===== src/rtl/input_debouncer.sv =====
// -----------------------------------------------------------------------------
// input_debouncer
//
// Synchronizes and debounces a group of raw asynchronous board inputs
// (pushbuttons or slider switches). Each bit is polarity-normalized,
// passed through a two-flop synchronizer and then qualified by its own
// stability counter. A new value must be seen for STABLE_CYCLES
// consecutive cycles before it is accepted onto the output level.
//
// Parameters:
//   WIDTH          number of independent input bits
//   STABLE_CYCLES  consecutive cycles a new value must persist (>= 2)
//   ACTIVE_LOW     1 = raw pin inverted (buttons), 0 = passed through
//
// Ports:
//   clk       in   system clock
//   reset     in   synchronous, active-high reset
//   raw_in    in   [WIDTH-1:0] asynchronous pin inputs
//   level     out  [WIDTH-1:0] debounced level, 1 = pressed/on
//   rise      out  [WIDTH-1:0] one-cycle pulse when level[i] goes 0->1
//   fall      out  [WIDTH-1:0] one-cycle pulse when level[i] goes 1->0
//   any_rise  out  OR of rise, aligned with it
// -----------------------------------------------------------------------------
module input_debouncer #(
   parameter int WIDTH         = 4,
   parameter int STABLE_CYCLES = 50000,
   parameter int ACTIVE_LOW    = 1
) (
   input  logic             clk,
   input  logic             reset,
   input  logic [WIDTH-1:0] raw_in,
   output logic [WIDTH-1:0] level,
   output logic [WIDTH-1:0] rise,
   output logic [WIDTH-1:0] fall,
   output logic             any_rise
);

   localparam int CNT_W = $clog2(STABLE_CYCLES);
   localparam logic [CNT_W-1:0] CNT_MAX = CNT_W'(STABLE_CYCLES - 1);

   logic [WIDTH-1:0] norm_in;
   logic [WIDTH-1:0] s1_reg;
   logic [WIDTH-1:0] s2_reg;
   logic [WIDTH-1:0] rise_next_vec;
   logic             any_rise_reg;

   // Inversion sits in front of the first flop so reset value 0 of the
   // synchronizer matches a released button and no edge follows reset.
   assign norm_in = (ACTIVE_LOW != 0) ? ~raw_in : raw_in;

   always_ff @(posedge clk) begin
      if (reset) begin
         s1_reg <= '0;
         s2_reg <= '0;
      end else begin
         s1_reg <= norm_in;
         s2_reg <= s1_reg;
      end
   end

   genvar gi;
   generate
      for (gi = 0; gi < WIDTH; gi = gi + 1) begin : g_bit
         logic [CNT_W-1:0] cnt_reg;
         logic [CNT_W-1:0] cnt_next;
         logic             level_reg;
         logic             level_next;
         logic             rise_reg;
         logic             rise_next;
         logic             fall_reg;
         logic             fall_next;

         // Counter only runs while the synchronized input disagrees with
         // the accepted level; any agreeing sample restarts qualification.
         always_comb begin
            cnt_next   = cnt_reg;
            level_next = level_reg;
            rise_next  = 1'b0;
            fall_next  = 1'b0;
            if (s2_reg[gi] == level_reg) begin
               cnt_next = '0;
            end else if (cnt_reg == CNT_MAX) begin
               level_next = s2_reg[gi];
               cnt_next   = '0;
               rise_next  = s2_reg[gi];
               fall_next  = ~s2_reg[gi];
            end else begin
               cnt_next = cnt_reg + 1'b1;
            end
         end

         always_ff @(posedge clk) begin
            if (reset) begin
               cnt_reg   <= '0;
               level_reg <= 1'b0;
               rise_reg  <= 1'b0;
               fall_reg  <= 1'b0;
            end else begin
               cnt_reg   <= cnt_next;
               level_reg <= level_next;
               rise_reg  <= rise_next;
               fall_reg  <= fall_next;
            end
         end

         assign rise_next_vec[gi] = rise_next;
         assign level[gi]         = level_reg;
         assign rise[gi]          = rise_reg;
         assign fall[gi]          = fall_reg;
      end
   endgenerate

   // Registered from the same next-state terms so it lines up with rise.
   always_ff @(posedge clk) begin
      if (reset) begin
         any_rise_reg <= 1'b0;
      end else begin
         any_rise_reg <= |rise_next_vec;
      end
   end

   assign any_rise = any_rise_reg;

endmodule


===== config.mk =====
export PLATFORM = sky130hd
export DESIGN_NAME = input_debouncer
export DESIGN_NICKNAME = d
export VERILOG_FILES = /design/src/rtl/input_debouncer.sv
export SDC_FILE = /design/constraint.sdc
export NUM_CORES = 1
export LEC_CHECK = 0
export CORE_UTILIZATION = 59
export DETAILED_ROUTE_END_ITERATION = 12
export GPL_TIMING_DRIVEN = 0
export PLACE_DENSITY = 0.76
export RECOVER_POWER = 25
export SETUP_SLACK_MARGIN = 0.02
export SYNTH_ARGS = -nofsm -noshare
export SYNTH_HDL_FRONTEND = slang
export SYNTH_SLANG_ARGS = --single-unit

===== constraint.sdc =====
create_clock -name clk -period 2.1 [get_ports clk]
set_input_delay 0.42 -clock clk [delete_from_list [all_inputs] [get_ports clk]]
set_output_delay 0.42 -clock clk [all_outputs]
set_load 0.005 [all_outputs]

# [After elaboration in Yosys (flattened, before gate mapping)]
# Index checks and enable logic that the tools add are counted.
[classes] mux=8 n_bitwise=13 n_eq_ne=8 n_reduce_logical=13 addsub=4
[ops] cell="adder 16 x 1 -> 16 bit (second input constant)" count=4
[ops] cell="equality test 16 bit (second input constant)" count=4
[ops] cell="OR reduction 3 bit" count=8
[ops] cell="NOT 1 bit" count=12
[ops] cell="2-to-1 mux 1 bit" count=8
[ops] cell="AND reduction 2 bit" count=4
[ops] cell="equality test 1 bit" count=4
[ops] cell="NOT 4 bit" count=1
[ops] cell="OR reduction 4 bit" count=1
[word_totals] reg_bits=85 wordCells=65

# [Logic depth before layout (Yosys ltp)]
# Gate-level depths: netlist of the first run.
[depth] ltp_word=4 mapped_depth=7 mapped_depth_nobuf=5

# [Worst setup path after synthesis of the first run]
# OpenSTA, ideal clock, no wires.
[synth_timing] path_kind="reg-to-reg" from="reg g_bit[2].cnt_reg[5]" to="reg g_bit[2].cnt_reg[6]" arrival_ps=1627 synth_period_minus_slack_ps=1742 slack_ps=358 required_time_ps=1985 path_stages_with_launch=7 cell_sequence="dfxtp_1 -> or4b_1 -> nor4_4 -> or3_1 -> buf_4 -> buf_6 -> nor2_1"
[synth_via] elab_chain_len=2 elab_cells_between_ends=3
[synth_rtl] element="start: declaration" line_no="64" source="logic [CNT_W-1:0] cnt_reg;"
[synth_rtl] element="start signal: assignment" line_no="99" source="cnt_reg <= cnt_next;"
[synth_rtl] element="branches (longest 2 deep; another with adder 16 x 1 -> 16 bit)"
# Parallel ways; which one is timed is not known.
# A chain may end at the register's enable or synchronous reset.

# [Worst setup path after layout of the first run]
[layout_timing] from="reg g_bit[0].cnt_reg[0]" to="reg g_bit[0].cnt_reg[2]"
[layout_via] elab_chain_len=2 elab_cells_between_ends=3
[layout_rtl] element="start: declaration" line_no="64"
[layout_rtl] element="start signal: assignment" line_no="99"
[layout_rtl] element="branches (longest 2 deep; another with adder 16 x 1 -> 16 bit)"
# Parallel ways; which one is timed is not known.

==> results.yml, run 1 <==
logic_synthesis:
  synthesis.area_um2: 3657
  synth-edff-count: 0
  syn_inst: 397
  ys.flop_type: "dfxtp_1"
  async_flop_share_pct: 0
  yosys_register_bits: 85
  synthDistinctLibCells: 41
  ys_seq_area_share_pct: 46.53
  yosys_warnings: 0
  syn_nets: 407
  syn_avg_cell_area_um2: 9.212
min_path:
  hp-start: "g_bit[2].cnt_reg[0]"
  hp-class: "flip-flop to flip-flop"
global_routing:
  grt_pass1_wl_mm: 10.90
  met1_usage_pct: 27.79
  grtUsageMet2_pct: 35.00
  grt_pass1_vias: 2533
  top_usage_layer: "met2"
  grt_max_degree: 16
  grtUsageMet3_pct: 4.045
  grt.overflow.total: 0
  antenna_found_initial: 0
  grtUsageTotal_pct: 21.59
run:
  max_cap_viol_count: 0
cells_and_area:
  largest_reg_flops: 64
  final_cell_mix: "dfxtp_1 (85), nor2_1 (70), xnor2_1 (26), xor2_1 (23), nand3_1 (21)"
  finish.utilization_pct: 68.61
  mostFrequentLayoutCell: "dfxtp_1"
  antenna_cells: 0
  fillers: 493
  final_layout_size_suffix_gt1_share_pct: 9.790
  area_delta_synth_final_pct: 11.73
  finalNetCount: 435
  seqCellArea_um2: 1702
  multi_input_area_um2: 1770
sta:
  setup_viol: 0
  finalWorstSetupSlack_ns: 0.1892
  timing.hold.ws_ns: 0.4336
  fmax_mhz: 523.3
  slew_viol_final: 0
  rsz0062_at_grt: "false"
  period_minus_slack_ns: 1.911
  setup-tns-final_ns: 0
  relSlewSlack_pct: 70.22
  worst_pin_slew_ns: 0.4466
  hold_viol_final: 0
  min_period_over_period_pct: 90.99
  fin_skew_ns: 0.01311
setup_path:
  crit_type: "flip-flop to flip-flop"
  startpoint: "g_bit[0].cnt_reg[0]"
  cp_data_required_time_ns: 2.34
  cp-start-kind: "flip-flop"
  critPathMaxFanout: 10
  timing.rr.start: "g_bit[0].cnt_reg[0]"
  crit_path_end_kind: "flip-flop"
  critPathArrivalTime_ns: 2.15
clock_tree:
  root_buffer: "clkbuf_8"
  cts_buffers: 9
  htree_num_levels: 3
  cts_tree: "built"
  clk_path_buf_depth: 2
  path_clk_slew_ns: 0.08
  cts_hold_buf: 0
  cts_num_sinks: 85
  insertion_delay_ns: 0.35
status:
  status: "finished clean"
drt:
  dr.first_iter.drc_count: 94
  routed_wl_mm: 6.295
  dr.pass1.iters: 4
  ant_nets: 0
  wire_per_inst_um: 12.49
  detail_route.vias_per_cell: 5.450
  route.detailed.drc: 0
  num_vias: 2747
floorplanning:
  dieArea_um2: 6517
  fp-row-count: 28
  start_util_pct: 61.41
  io_pins: 19
  coreArea_um2: 5956
  die_h_um: 80.73
  fp.dieW_um: 80.73
place:
  dp_slack_ns: 0.02430
  port_buffers: 18
  place_congestion: 0.8112
  dpl.hpwl_mm: 4.476
power:
  pwr-share-clk_pct: 36.9
  leakage_nw: 1.387
  p_switching_mw: 0.5889
  switching_share_pct: 22.26
  power.internal_mw: 2.056
  finalPower_mw: 2.645
  power_per_cell_area_nw_per_um2: 647.3
  p_comb_share_pct: 1.6
  peakVddDrop_mv: 0.4773
  seqPwrFrac_pct: 61.5
final cells by class:
type                    count  area share, %
flip-flops and latches     85          41.64
inverters                   9         0.8267
plain buffers              23          3.674
clock inverters             5         0.7042
repair buffers             18          4.409
well taps                  75          2.296
clock buffers              10          3.123
multi-input cells         279          43.33
power by group through the flow:
stage          clock (mW)  combinational [mW]  sequential [mW]
6_report            0.977              0.0425             1.63
5_1_grt              1.06              0.0477             1.63
4_1_cts             0.995              0.0432             1.63
3_5_place_dp            0              0.0434             1.66
3_3_place_gp            0              0.0430             1.66
2_1_floorplan           0              0.0255             1.66
layer usage:
metal | up-vias | routed length [um]
met2 | 46 | 2868
li1 | 1416 | -
met5 | - | 0
met1 | 1272 | 3090
met3 | 13 | 194
met4 | 0 | 141
cells by family after synthesis:
group                    share of synthesized area (%)
AND/OR/NAND/NOR                                  30.72
flip-flops                                       46.53
XOR/XNOR                                         11.73
buffers and inverters                            5.132
AO/OA/AOI/OAI                                    3.421
multiplexers                                     1.095
adder cells (fa/ha/maj)                          1.369
repair_timing:
| item | in CTS | in global routing |
|---|---|---|
| gates resized for setup | 0 | 1 |
| buffers inserted | 0 | 0 |
| endpoints found under the setup margin | 2 | 2 |
| pin swaps | 0 | 0 |
synthesized netlist by cell type (9+ instances only):
cell | n | share of area (%)
a21oi_1 | 10 | 1.4
and3_1 | 11 | 1.9
buf_4 | 15 | 3.1
dfxtp_1 | 85 | 47
inv_1 | 9 | 0.92
nand2_1 | 15 | 1.5
nand3_1 | 21 | 2.9
nand4_1 | 16 | 2.7
nor2_1 | 70 | 7.2
nor3_1 | 9 | 1.2
or3_1 | 10 | 1.7
xnor2_1 | 26 | 6.2
xor2_1 | 23 | 5.5
critical path, stage by stage, from the launching register on:
cell     delay [ns]
dfxtp_1        0.41
ha_1           0.28
nand4_1        0.18
nor4_4         0.40
or3_1          0.15
buf_4          0.14
buf_4          0.18
nor2_1         0.06
path summary, 6_finish.rpt:
path / depth (start not counted) / end / slack (ns)
worst max-delay path: 7 / g_bit[0].cnt_reg[2] / 0.19
worst min-delay path: 1 / g_bit[2].cnt_reg[0] / 0.43
worst max register to register: 7 / g_bit[0].cnt_reg[2] / 0.19
worst min register to register: 1 / g_bit[2].cnt_reg[0] / 0.43
metrics by stage:
step	cell area, um2	std cells
floorplan	3657	397
finish	4086	504
global placement	3931	490
detailed placement	3931	490
global route	4086	504
CTS	4084	504
Power figures use the tool's default switching activity.
==> inputs of run 2 (changes only) <==
==> constraint.sdc (replaced) <==
create_clock -name clk -period 1.9 [get_ports clk]
set_input_delay 0.38 -clock clk [delete_from_list [all_inputs] [get_ports clk]]
set_output_delay 0.38 -clock clk [all_outputs]
set_load 0.005 [all_outputs]
==> results.yml, run 2 (same netlist as run 1, synthesis figures left out) <==
floorplanning:
  coreArea_um2: 5956
  fp-row-count: 28
  dieArea_um2: 6517
  fp.dieW_um: 80.73
  start_util_pct: 61.41
  die_h_um: 80.73
  io_pins: 19
sta:
  fin_skew_ns: 0.01335
  worst_pin_slew_ns: 0.5276
  setup_viol: 0
  relSlewSlack_pct: 64.83
  period_minus_slack_ns: 1.839
  fmax_mhz: 543.7
  slew_viol_final: 0
  rsz0062_at_grt: "true"
  min_period_over_period_pct: 96.80
  hold_viol_final: 0
clock_tree:
  root_buffer: "clkbuf_8"
  cts_buffers: 9
  clk_path_buf_depth: 2
  cts_num_sinks: 85
  htree_num_levels: 3
  cts_hold_buf: 0
  path_clk_slew_ns: 0.08
  cts_tree: "built"
  insertion_delay_ns: 0.36
cells_and_area:
  antenna_cells: 0
  mostFrequentLayoutCell: "dfxtp_1"
  area_delta_synth_final_pct: 16.87
  final_cell_mix: "dfxtp_1 (78), nor2_1 (63), xnor2_1 (26), buf_4 (26), xor2_1 (23)"
  largest_reg_flops: 64
  final_layout_size_suffix_gt1_share_pct: 16.97
  fillers: 465
  finish.utilization_pct: 71.76
  final_cells: 517
  finalNetCount: 448
drt:
  wire_per_inst_um: 13.14
  routed_wl_mm: 6.792
  route.detailed.drc: 0
  dr.first_iter.drc_count: 84
  dr.pass1.iters: 4
  ant_nets: 0
  num_vias: 2828
  detail_route.vias_per_cell: 5.470
global_routing:
  grtUsageTotal_pct: 21.73
  grt_pass1_vias: 2550
  antenna_found_initial: 0
  grt.overflow.total: 0
  grt_pass1_wl_mm: 10.97
  grt_max_degree: 16
place:
  place_inst: 490
  place_congestion: 0.8112
  port_buffers: 18
  dpl.hpwl_mm: 4.476
power:
  power_per_cell_area_nw_per_um2: 688.1
  peakVddDrop_mv: 0.5298
  leakage_nw: 1.436
  finalPower_mw: 2.941
run:
  max_cap_viol_count: 0
status:
  status: "finished clean"
setup_path:
  critPathMaxFanout: 6
  crit_type: "flip-flop to flip-flop"
  cp_data_required_time_ns: 2.15
  cp-start-kind: "flip-flop"
  crit_path_end_kind: "flip-flop"
  critPathArrivalTime_ns: 2.09
min_path:
  hp-class: "flip-flop to flip-flop"
run 2: changes by cell type in the layout (fill, tap and decap cells not counted), moves of 5 or more:
cell | previous run | this run
dlygate4sd3_1 | 10 | 1
nor2_1 | 70 | 63
dfxtp_2 | 0 | 5
nor2_2 | 0 | 7
dfxtp_1 | 85 | 78
clkdlybuf4s50_1 | 8 | 17
buf_4 | 15 | 26
run 2: what timing repair did:
item,in CTS,in global routing
pin swaps,2,11
setup endpoints to repair,29,35
buffers inserted,3,9
gates cloned,0,1
gates resized for setup,2,25
run 2: cell type report:
class / count / area [um2] / area share [%]
Buffer: 23 / 158.9 / 3.718
Clock buffer: 10 / 127.6 / 2.986
Clock inverter: 5 / 28.78 / 0.6733
Inverter: 9 / 33.78 / 0.7904
Multi-Input combinational cell: 279 / 1821 / 42.59
Sequential cell: 85 / 1715 / 40.13
Tap cell: 75 / 93.84 / 2.196
Timing Repair Buffer: 31 / 295.3 / 6.909
run 2: per-stage QoR:
stage / setup slack (ns) / hold slack, ns / setup TNS (ns) / cell area [um2]
final: 0.06088 / 0.4386 / 0 / 4274
after global routing: -0.04263 / 0.4548 / -0.3453 / 4274
after CTS: 0.02321 / 0.4410 / 0 / 4109
after detailed placement: -0.1698 / 0.4239 / -3.513 / 3931
after global placement: -0.1423 / 0.4235 / -3.313 / 3931
after floorplan: 0.1583 / 0.4106 / 0 / 3657
run 2: power by group:
part           leakage [nW]  internal, mW  switching (mW)
Clock                0.0856         0.462           0.631
Sequential            0.691          1.79         0.00732
Combinational         0.660        0.0259          0.0281
Total                  1.44          2.27           0.667
run 2: worst paths after layout:
| check | depth (start not counted) | end | startpoint | slack (ns) |
|---|---|---|---|---|
| max | 6 | g_bit[2].cnt_reg[8] | g_bit[2].cnt_reg[4] | 0.06 |
| min | 1 | s2_reg[0] | s1_reg[0] | 0.44 |
| max reg2reg | 6 | g_bit[2].cnt_reg[8] | g_bit[2].cnt_reg[4] | 0.06 |
| min reg2reg | 1 | s2_reg[0] | s1_reg[0] | 0.44 |
run 2: per-layer routing:
metal / track usage (%) / part of all wire, % / up-vias
li1: - / - / 1444
met1: 28.01 / 48 / 1322
met2: 35.25 / 46 / 49
met3: 4.045 / 3.0 / 13
met4: 10.18 / 2.1 / 0
met5: 0 / 0 / -
run 2: critical path: stages (launching register included):
cell       delay, ns
dfxtp_4         0.35
or4b_4          0.55
nor4_4          0.37
or3_1           0.17
buf_6           0.13
clkbuf_16       0.14
nor2_1          0.04
==> inputs of run 3 (changes only) <==
--- a/config.mk
+++ b/config.mk
@@ -5,10 +5,10 @@
 export SDC_FILE = /design/constraint.sdc
 export NUM_CORES = 1
 export LEC_CHECK = 0
-export CORE_UTILIZATION = 59
+export CORE_UTILIZATION = 53
 export DETAILED_ROUTE_END_ITERATION = 12
-export GPL_TIMING_DRIVEN = 0
-export PLACE_DENSITY = 0.76
+export HOLD_SLACK_MARGIN = 0.12
+export PLACE_DENSITY = 0.72
 export RECOVER_POWER = 25
 export SETUP_SLACK_MARGIN = 0.02
 export SYNTH_ARGS = -nofsm -noshare
==> constraint.sdc (replaced) <==
create_clock -name clk -period 1.6 [get_ports clk]
set_input_delay 0.32 -clock clk [delete_from_list [all_inputs] [get_ports clk]]
set_output_delay 0.32 -clock clk [all_outputs]
set_load 0.005 [all_outputs]
==> results.yml, run 3 (same netlist as run 1, synthesis figures left out) <==
cells_and_area:
  multi_input_area_um2: 1967
  fin_area_um2: 4766
  final_cell_mix: "dfxtp_1 (63), buf_4 (57), nor2_1 (49), xnor2_1 (26), xor2_1 (23)"
  largest_reg_flops: 64
  fillers: 474
  finalNetCount: 476
  finish.utilization_pct: 73.38
  antenna_cells: 0
  mostFrequentLayoutCell: "dfxtp_1"
  area_delta_synth_final_pct: 30.31
  final_cells: 548
  seqCellArea_um2: 1739
  final_layout_size_suffix_gt1_share_pct: 31.00
clock_tree:
  insertion_delay_ns: 0.34
  cts_buffers: 9
  path_clk_slew_ns: 0.08
  clk_path_buf_depth: 2
  root_buffer: "clkbuf_8"
  cts_num_sinks: 85
  cts_tree: "built"
  htree_num_levels: 3
min_path:
  hp-class: "flip-flop to flip-flop"
  worstHoldPathCells: 1
setup_path:
  cp-start-kind: "flip-flop"
  cp_cell_sequence: "or4bb_4 -> nor4_4 -> or3_4 -> clkbuf_16 -> a21oi_2"
  critPathMaxFanout: 8
  crit_slowest_cell: "or4bb_4"
  r2r_cells: 5
  slowest_delay_ns: 0.54
  critPathArrivalTime_ns: 1.88
  crit_type: "flip-flop to flip-flop"
  crit_path_end_kind: "flip-flop"
  cp_data_required_time_ns: 1.83
power:
  power_per_cell_area_nw_per_um2: 790.6
  finalPower_mw: 3.768
  leakage_nw: 1.685
  peakVddDrop_mv: 0.6442
sta:
  worst_pin_slew_ns: 0.4422
  relSlewSlack_pct: 70.52
  min_period_over_period_pct: 103.0
  fin_skew_ns: 0.005864
  setup_viol: 18
  period_minus_slack_ns: 1.648
  setup-tns-final_ns: -0.5748
  fmax_mhz: 606.6
  hold_viol_final: 0
  rsz0062_at_grt: "true"
  timing.hold.ws_ns: 0.4406
  finalWorstSetupSlack_ns: -0.04842
  slew_viol_final: 0
place:
  port_buffers: 18
  place_inst: 525
  dp_slack_ns: -0.07354
  place_congestion: 0.8700
  placedInstanceArea_um2: 4290
  dpl.hpwl_mm: 4.910
floorplanning:
  io_pins: 19
  fp-row-count: 29
  dieArea_um2: 7237
  fp.dieW_um: 85.07
  start_util_pct: 56.31
  die_h_um: 85.07
  coreArea_um2: 6495
status:
  status: "finished with violations"
  violations: "negative setup slack"
drt:
  ant_nets: 0
  met3WireLength_um: 255
  route.detailed.drc: 0
  dr.first_iter.drc_count: 78
  met1_length_mm: 3.470
  detail_route.vias_per_cell: 5.314
  dr.pass1.iters: 4
  highest_layer: "met4"
  wl_met2_mm: 3.519
  num_vias: 2912
  wire_per_inst_um: 13.29
  routed_wl_mm: 7.285
global_routing:
  grt_pass1_wl_mm: 11.87
  antenna_found_initial: 0
  grt.overflow.total: 0
  grtUsageTotal_pct: 20.39
  grt_pass1_vias: 2761
  grt_max_degree: 17
run:
  max_cap_viol_count: 0
-- run 3: worst paths after layout --
| check | slack [ns] | start | endpoint |
|---|---|---|---|
| hold reg to reg | 0.44 | s1_reg[0] | s2_reg[0] |
| hold / removal | 0.44 | s1_reg[0] | s2_reg[0] |
| setup reg to reg | -0.05 | g_bit[2].cnt_reg[7] | g_bit[2].cnt_reg[13] |
| setup / recovery | -0.05 | g_bit[2].cnt_reg[7] | g_bit[2].cnt_reg[13] |
-- run 3: layout make-up --
| class | instances | share of cell area, % |
|---|---|---|
| Tap cell | 77 | 2.022 |
| Clock buffer | 13 | 3.544 |
| Sequential cell | 85 | 36.49 |
| Inverter | 9 | 0.7088 |
| Timing Repair Buffer | 82 | 15.07 |
| Clock inverter | 3 | 0.8926 |
| Multi-Input combinational cell | 279 | 41.27 |
-- run 3: metal layers --
metal	up-vias	GRT usage [%]
met1	1363	25.61
met2	46	33.72
met3	4	6.226
met5	-	0
li1	1499	-
met4	0	6.163
-- run 3: what timing repair did --
item / CTS / global route
buffers inserted: 3 / 2
pin swaps: 6 / 15
hold buffers: 0 / 0
gates cloned: 0 / 2
gates resized for setup: 12 / 48
endpoints found under the setup margin: 39 / 65
-- run 3: critical path, delay by kind of cell, from the launching register on --
| kind | cells | cell delay (ns) |
|---|---|---|
| simple gates | 3 | 1.02 |
| flops | 1 | 0.32 |
| buf+inv | 1 | 0.16 |
| compound gates | 1 | 0.04 |
-- run 3: where the power goes --
group / leakage [nW] / switching, mW / internal [mW]
Sequential: 0.699 / 0.00861 / 2.12
Combinational: 0.881 / 0.0426 / 0.0444
Clock: 0.106 / 0.705 / 0.848
Total: 1.69 / 0.756 / 3.01
